$ cat src/rtl/msk_hpc3_pkg.sv
// Shared constants for the HPC3 masked-AND feeder: share count defaults and
// the per-issue randomness width derived from the number of shares.
package msk_hpc3_pkg;

    localparam int D_DEFAULT          = 2;
    localparam int SHIDX_BITS_DEFAULT = 3;

    // HPC3 consumes d*(d-1) fresh random bits for every gadget issue.
    function automatic int rnd_width(input int d);
        return d * (d - 1);
    endfunction

endpackage

$ cat src/rtl/msk_hpc3_feeder_if.sv
// Bundle of every stream and gadget signal around the feeder; the slave
// modport is the feeder's view, master is the environment's view.
interface msk_hpc3_feeder_if
    import msk_hpc3_pkg::*;
#(
    parameter int d          = D_DEFAULT,
    parameter int SHIDX_BITS = SHIDX_BITS_DEFAULT
) ();

    localparam int RND_W = rnd_width(d);

    logic                  in_valid;
    logic                  in_ready;
    logic [d-1:0]          in_a;
    logic [d-1:0]          in_b;
    logic                  rnd_valid;
    logic                  rnd_ready;
    logic [RND_W-1:0]      rnd_in;
    logic [SHIDX_BITS-1:0] cfg_s;
    logic [d-1:0]          g_ina;
    logic [d-1:0]          g_inb;
    logic [RND_W-1:0]      g_rnd;
    logic [d-1:0]          g_ina_prev;
    logic [SHIDX_BITS-1:0] g_s;
    logic [d-1:0]          g_out;
    logic                  out_valid;
    logic                  out_ready;
    logic [d-1:0]          out_data;

    modport master (
        output in_valid, in_a, in_b, rnd_valid, rnd_in, cfg_s, g_out, out_ready,
        input  in_ready, rnd_ready, g_ina, g_inb, g_rnd, g_ina_prev, g_s,
               out_valid, out_data
    );

    modport slave (
        input  in_valid, in_a, in_b, rnd_valid, rnd_in, cfg_s, g_out, out_ready,
        output in_ready, rnd_ready, g_ina, g_inb, g_rnd, g_ina_prev, g_s,
               out_valid, out_data
    );

endinterface

$ cat src/rtl/msk_share_fifo2.sv
// Two-entry share FIFO; head reads as zero whenever the FIFO is empty so no
// stale share ever leaves the block.
module msk_share_fifo2 #(
    parameter int W = 2
) (
    input  logic         clk,
    input  logic         rst,
    input  logic         push,
    input  logic [W-1:0] push_data,
    input  logic         pop,
    output logic [1:0]   count,
    output logic [W-1:0] head
);

    logic [W-1:0] mem [2];
    logic         rd_ptr;
    logic         wr_ptr;
    logic         do_push;
    logic         do_pop;

    // A push into a full FIFO is accepted only if the head leaves in the same cycle.
    assign do_pop  = pop && (count != 2'd0);
    assign do_push = push && ((count != 2'd2) || do_pop);

    always_ff @(posedge clk) begin
        if (rst) begin
            mem[0] <= '0;
            mem[1] <= '0;
            rd_ptr <= 1'b0;
            wr_ptr <= 1'b0;
            count  <= 2'd0;
        end else begin
            if (do_push) begin
                mem[wr_ptr] <= push_data;
                wr_ptr      <= ~wr_ptr;
            end
            if (do_pop) begin
                rd_ptr <= ~rd_ptr;
            end
            case ({do_push, do_pop})
                2'b10:   count <= count + 2'd1;
                2'b01:   count <= count - 2'd1;
                default: count <= count;
            endcase
        end
    end

    assign head = (count != 2'd0) ? mem[rd_ptr] : '0;

endmodule

$ cat src/rtl/msk_hpc3_feeder.sv
// Feeds an external HPC3 masked-AND gadget from paired operand/randomness
// streams and buffers its one-cycle-late result in a two-entry FIFO.
module msk_hpc3_feeder
    import msk_hpc3_pkg::*;
#(
    parameter int d          = D_DEFAULT,
    parameter int SHIDX_BITS = SHIDX_BITS_DEFAULT
) (
    input logic               clk,
    input logic               rst,
    msk_hpc3_feeder_if.slave  bus
);

    localparam int RND_W = rnd_width(d);

    logic [1:0]            fifo_count;
    logic [d-1:0]          fifo_head;
    logic                  inflight;
    logic [d-1:0]          prev_a;
    logic [SHIDX_BITS-1:0] prev_s;
    logic                  out_valid_int;
    logic                  pop;
    logic                  push;
    logic [2:0]            committed;
    logic                  credit;
    logic                  issue;

    assign out_valid_int = !rst && (fifo_count != 2'd0);
    assign pop           = out_valid_int && bus.out_ready;
    assign push          = !rst && inflight;

    // The slot freed by this cycle's pop is counted, so a drained-every-cycle
    // FIFO still grants credit and one issue per cycle is sustained.
    assign committed = {1'b0, fifo_count} + {2'b00, inflight} - {2'b00, pop};
    assign credit    = (committed < 3'd2);
    assign issue     = !rst && bus.in_valid && bus.rnd_valid && credit;

    assign bus.in_ready  = issue;
    assign bus.rnd_ready = issue;

    assign bus.g_ina = issue ? bus.in_a   : '0;
    assign bus.g_inb = issue ? bus.in_b   : '0;
    assign bus.g_rnd = issue ? bus.rnd_in : {RND_W{1'b0}};

    assign bus.g_ina_prev = push ? prev_a : '0;
    assign bus.g_s        = push ? prev_s : '0;

    // Latency-1 gadget operands are captured at issue and live for exactly one cycle.
    always_ff @(posedge clk) begin
        if (rst) begin
            inflight <= 1'b0;
            prev_a   <= '0;
            prev_s   <= '0;
        end else begin
            inflight <= issue;
            if (issue) begin
                prev_a <= bus.in_a;
                prev_s <= bus.cfg_s;
            end
        end
    end

    msk_share_fifo2 #(
        .W (d)
    ) u_fifo (
        .clk       (clk),
        .rst       (rst),
        .push      (push),
        .push_data (bus.g_out),
        .pop       (pop),
        .count     (fifo_count),
        .head      (fifo_head)
    );

    assign bus.out_valid = out_valid_int;
    assign bus.out_data  = out_valid_int ? fifo_head : '0;

endmodule

$ cat src/flat_wrapper.sv
// flat-port wrapper written by rule: the top's interface ports become plain ports
module msk_hpc3_feeder_flat import msk_hpc3_pkg::*;
#(
    parameter int d          = D_DEFAULT,
    parameter int SHIDX_BITS = SHIDX_BITS_DEFAULT
)
  (clk, rst, bus_in_valid, bus_in_a, bus_in_b, bus_rnd_valid, bus_rnd_in, bus_cfg_s, bus_g_out, bus_out_ready, bus_in_ready, bus_rnd_ready, bus_g_ina, bus_g_inb, bus_g_rnd, bus_g_ina_prev, bus_g_s, bus_out_valid, bus_out_data);
  msk_hpc3_feeder_if #(.d(d), .SHIDX_BITS(SHIDX_BITS)) bus_i ();
  input logic clk;
  input logic rst;
  input wire logic [$bits(bus_i.in_valid)-1:0] bus_in_valid;
  input wire logic [$bits(bus_i.in_a)-1:0] bus_in_a;
  input wire logic [$bits(bus_i.in_b)-1:0] bus_in_b;
  input wire logic [$bits(bus_i.rnd_valid)-1:0] bus_rnd_valid;
  input wire logic [$bits(bus_i.rnd_in)-1:0] bus_rnd_in;
  input wire logic [$bits(bus_i.cfg_s)-1:0] bus_cfg_s;
  input wire logic [$bits(bus_i.g_out)-1:0] bus_g_out;
  input wire logic [$bits(bus_i.out_ready)-1:0] bus_out_ready;
  output wire logic [$bits(bus_i.in_ready)-1:0] bus_in_ready;
  output wire logic [$bits(bus_i.rnd_ready)-1:0] bus_rnd_ready;
  output wire logic [$bits(bus_i.g_ina)-1:0] bus_g_ina;
  output wire logic [$bits(bus_i.g_inb)-1:0] bus_g_inb;
  output wire logic [$bits(bus_i.g_rnd)-1:0] bus_g_rnd;
  output wire logic [$bits(bus_i.g_ina_prev)-1:0] bus_g_ina_prev;
  output wire logic [$bits(bus_i.g_s)-1:0] bus_g_s;
  output wire logic [$bits(bus_i.out_valid)-1:0] bus_out_valid;
  output wire logic [$bits(bus_i.out_data)-1:0] bus_out_data;
  assign bus_i.in_valid = bus_in_valid;
  assign bus_i.in_a = bus_in_a;
  assign bus_i.in_b = bus_in_b;
  assign bus_i.rnd_valid = bus_rnd_valid;
  assign bus_i.rnd_in = bus_rnd_in;
  assign bus_i.cfg_s = bus_cfg_s;
  assign bus_i.g_out = bus_g_out;
  assign bus_i.out_ready = bus_out_ready;
  assign bus_in_ready = bus_i.in_ready;
  assign bus_rnd_ready = bus_i.rnd_ready;
  assign bus_g_ina = bus_i.g_ina;
  assign bus_g_inb = bus_i.g_inb;
  assign bus_g_rnd = bus_i.g_rnd;
  assign bus_g_ina_prev = bus_i.g_ina_prev;
  assign bus_g_s = bus_i.g_s;
  assign bus_out_valid = bus_i.out_valid;
  assign bus_out_data = bus_i.out_data;
  msk_hpc3_feeder #(.d(d), .SHIDX_BITS(SHIDX_BITS)) u_core (.clk(clk), .rst(rst), .bus(bus_i));
endmodule
$ cat config.mk
export PLATFORM = sky130hd
export DESIGN_NAME = msk_hpc3_feeder_flat
export DESIGN_NICKNAME = d
export VERILOG_FILES = /design/src/rtl/msk_hpc3_pkg.sv /design/src/rtl/msk_hpc3_feeder_if.sv /design/src/rtl/msk_share_fifo2.sv /design/src/rtl/msk_hpc3_feeder.sv /design/src/flat_wrapper.sv
export SDC_FILE = /design/constraint.sdc
export NUM_CORES = 1
export LEC_CHECK = 0
export BUFFER_PORTS_ARGS = -buffer_cell sky130_fd_sc_hd__buf_2
export CORE_MARGIN = 1.5
export CORE_UTILIZATION = 51
export DETAILED_ROUTE_END_ITERATION = 16
export PLACE_DENSITY = 0.88
export RECOVER_POWER = 50
export SLEW_MARGIN = 20
export SYNTH_ARGS = -nofsm -noshare
export SYNTH_HDL_FRONTEND = slang
export SYNTH_SLANG_ARGS = --single-unit
$ cat constraint.sdc
create_clock -name clk -period 4.5 [get_ports clk]
set_clock_uncertainty 0.1 [all_clocks]
set_input_delay 0.225 -clock clk [delete_from_list [all_inputs] [get_ports clk]]
set_output_delay 0.225 -clock clk [all_outputs]
set_load 0.01 [all_outputs]
==> impl_metrics.csv <==
group,metric,value,unit
global_route,track_usage,20.7,%
worst_setup_path,cp-end-kind,"output pin",
pwr,p_leak,0.465,nW
worst_setup_path,worstPathCellList,"o21bai_1 -> clkinv_1 -> and2_4 -> ha_1 -> nand2b_1 -> fa_1 -> and4b_1 -> and3_1 -> buf_2",
sta,tns,0,ns
layout,seq_area,340,µm²
global_route,globalRoute.totalOverflow,0,
worst_setup_path,critPathRequiredTime,4.18,ns
place,portBuffers,31,
sta,fmax,305,MHz
run_status,status,"complete, no violations",
worst_setup_path,cp-start-kind,"register",
pwr,peakVddDrop,0.158,mV
pwr,p_switching,0.0000652,W
layout,antenna_cells,0,
floorplanning,die_h,43.9,µm
sta,setup_slack,1.22,ns
pwr,power-per-cell-area,261,nW/µm²
logic_synthesis,ys_ff_latch,15,
sta,tightest_slew,0.442,ns
pwr,clock_power_share,30.3,%
layout,final_nets,137,
worst_setup_path,cp_slowest_cell,"fa_1",
pwr,power.share.switching,25.1,%
floorplanning,rows,14,
worst_setup_path,critical_path_class,"reg2out",
drt,postRouteAntennaNets,0,
drt,vias,740,
worst_setup_path,cp_max_fo,9,
logic_synthesis,yosysWarnings,0,
logic_synthesis,synth.distinct_cells,32,
logic_synthesis,async_flop_share,0,%
logic_synthesis,synth-edff-count,4,
sta,worst_hold_slack,0.0934,ns
logic_synthesis,ys.flop_type,"dfxtp_1",
clock_network,cts_buffers,3,
drt,drc,0,
layout,final_area,996,µm²
layout,area_growth,16.5,%
sta,setup_viol,0,
place,hpwlAfterDp,1330,µm
layout,multiInputGateArea,452,µm²
clock_network,cts-root-buf,"clkbuf_4",
global_route,antenna_found_initial,0,
run,drv_cap,0,
clock_network,worstSkewPairLatency,0.28,ns
logic_synthesis,synth_area_per_cell,9.71,µm²
logic_synthesis,synth-seq-area-share,39.8,%
drt,firstDrtPassIters,4,
clock_network,clock_path_buffers,2,
drt,totalWireLength,1800,µm
sta,min_period,3.28,ns
clock_network,cts-resized-gates,0,
global_route,grt_pass1_vias,715,
worst_setup_path,max_stage_delay,0.50,ns
layout,fill_cells,124,
floorplanning,num_io_pins,32,
sta,fin_crit_sh,72.9,%
global_route,grt_first_pass_wirelength,2930,µm
clock_network,htree_levels,1,
pwr,comb_power_share,12.6,%
sta,drv_slew,0,
floorplanning,die_area,1930,µm²
global_route,grt_max_degree,17,
logic_synthesis,syn_inst,88,
place,place_congestion,0.763,
clock_network,hold_buffers,0,
drt,wl_per_cell,13.4,µm
worst_hold_path,min_path_type,"in2reg",
clock_network,cts_tree,"yes",
logic_synthesis,synthesis.area,855,µm²
place,placed_cell_area,991,µm²
drt,drtIter0Drc,15,
clock_network,post-cts-setup-buffers,0,
clock_network,clock_sinks,15,
sta,rsz0062_at_grt,"no",
layout,drive_gt1_share,27.1,%
floorplanning,start_util,55.4,%
logic_synthesis,synth_nets,106,
floorplanning,die_x,43.9,µm
place,place_ws,1.65,ns
pwr,seqPwrFrac,57.1,%
pwr,p_int,0.000194,W
pwr,power,0.000259,W
sta,hold_viol,0,
drt,viasPerCell,5.52,
worst_setup_path,crit_arrival,2.96,ns
clock_network,cts.clk_slew.worst_paths,0.09,ns
sta,slew_headroom,70.5,%
floorplanning,core_area,1540,µm²
-- synthesized netlist by cell type (3+ instances only) --
| library cell | count | area share [%] |
|---|---|---|
| a21oi_1 | 5 | 2.9 |
| and2_1 | 7 | 5.1 |
| and3_1 | 8 | 5.9 |
| dfxtp_1 | 11 | 26 |
| edfxtp_1 | 4 | 14 |
| mux2i_1 | 6 | 7.0 |
| nand2b_1 | 7 | 5.1 |
| nand3_1 | 3 | 1.8 |
| nor2_1 | 6 | 2.6 |
| o21ai_0 | 4 | 2.3 |
-- through the flow --
| stage | util [%] | cells |
|---|---|---|
| 2_1_floorplan | - | 88 |
| 4_1_cts | 66.0 | 134 |
| 3_3_place_gp | 64.3 | 130 |
| 5_1_grt | 64.6 | 134 |
| 6_report | 64.6 | 134 |
| 3_5_place_dp | 64.3 | 130 |
-- final cells by class --
cell class	instances	area share, %
multi-input cells	66	45.4
flip-flops and latches	15	34.2
repair buffers	31	15.1
clock buffers	4	2.64
well taps	16	2.01
inverters	2	0.754
-- flip-flops by register name, indices dropped and copies added (netlist names), named ones only --
| signal | flops |
|---|---|
| u_core.inflight | 1 |
| u_core.prev_a | 2 |
| u_core.prev_s | 3 |
| u_core.u_fifo.count | 2 |
| u_core.u_fifo.mem | 4 |
| u_core.u_fifo.rd_ptr | 1 |
| u_core.u_fifo.wr_ptr | 1 |
-- power by group through the flow --
stage / clock network (W) / registers (W) / logic (W)
2_1_floorplan: 0 / 0.000151 / 0.0000208
3_3_place_gp: 0 / 0.000151 / 0.0000318
3_5_place_dp: 0 / 0.000152 / 0.0000330
4_1_cts: 0.0000799 / 0.000149 / 0.0000334
5_1_grt: 0.0000853 / 0.000149 / 0.0000361
6_report: 0.0000785 / 0.000148 / 0.0000327
-- worst max-delay path: cells and delay by family (launching register included) --
family,cells,cell delay (ns)
buffers and inverters,2,0.25
AOI/OAI and AO/OA,1,0.29
and+or+nand+nor,4,0.93
DFF,1,0.44
adders and majority gates,2,0.76
-- logic make-up (layout without fill, tap and decap cells) --
kind of cell / count (synthesis) / in the layout / share of synthesized area, %
buf+inv: 7 / 37 / 5.42
flops: 15 / 15 / 39.8
mux: 6 / 6 / 7.03
fa+ha+maj: 2 / 2 / 3.81
simple gates: 41 / 41 / 29.0
compound gates: 14 / 14 / 11.0
xor+xnor: 3 / 3 / 3.95
-- cell usage in the layout, fill, tap and decap left out --
| cell type | netlist | final |
|---|---|---|
| o21bai_1 | 2 | 3 |
| nand2_1 | 1 | 1 |
| edfxtp_1 | 4 | 4 |
| nor2b_1 | 2 | 2 |
| nor2_1 | 6 | 6 |
| nand3_1 | 3 | 3 |
| clkbuf_4 | 0 | 3 |
| a21o_1 | 1 | 1 |
| o21a_1 | 1 | 1 |
| and2_4 | 1 | 1 |
| and3_1 | 8 | 8 |
| clkbuf_1 | 1 | 5 |
| or2_0 | 0 | 1 |
| and2_1 | 7 | 5 |
| a21oi_1 | 5 | 5 |
| clkinv_1 | 0 | 1 |
| inv_1 | 1 | 1 |
| xor2_1 | 2 | 2 |
| fa_1 | 1 | 1 |
| ha_1 | 1 | 1 |
| nand2b_1 | 7 | 7 |
| and2_0 | 0 | 2 |
| nand4b_1 | 1 | 1 |
| xnor2_2 | 1 | 1 |
| nor3b_1 | 0 | 1 |
| mux2i_1 | 6 | 6 |
| dfxtp_1 | 11 | 11 |
| nor3_1 | 2 | 2 |
| and4b_1 | 1 | 1 |
| buf_2 | 1 | 27 |
| o21ai_0 | 4 | 4 |
-- routing by layer --
layer | track usage (%) | vias to the layer above | wire length [µm] | share of wire, %
met2 | 34.7 | 20 | 900 | 50
li1 | - | 363 | - | -
met1 | 24.8 | 355 | 793 | 44
met3 | 4.58 | 2 | 92 | 5.1
met5 | 0 | - | 0 | 0
met4 | 10.3 | 0 | 13 | 0.72
-- worst paths after layout --
check,startpoint,end,slack [ns],depth (start not counted)
max,u_core.u_fifo.count[1],bus_g_ina[0],1.22,9
min reg2reg,u_core.prev_a[0],u_core.prev_a[0],0.37,2
min,bus_cfg_s[0],u_core.prev_s[0],0.09,3
max reg2reg,u_core.u_fifo.count[1],u_core.prev_a[0],1.70,9
Note: power is estimated with default switching activity, not from simulation.
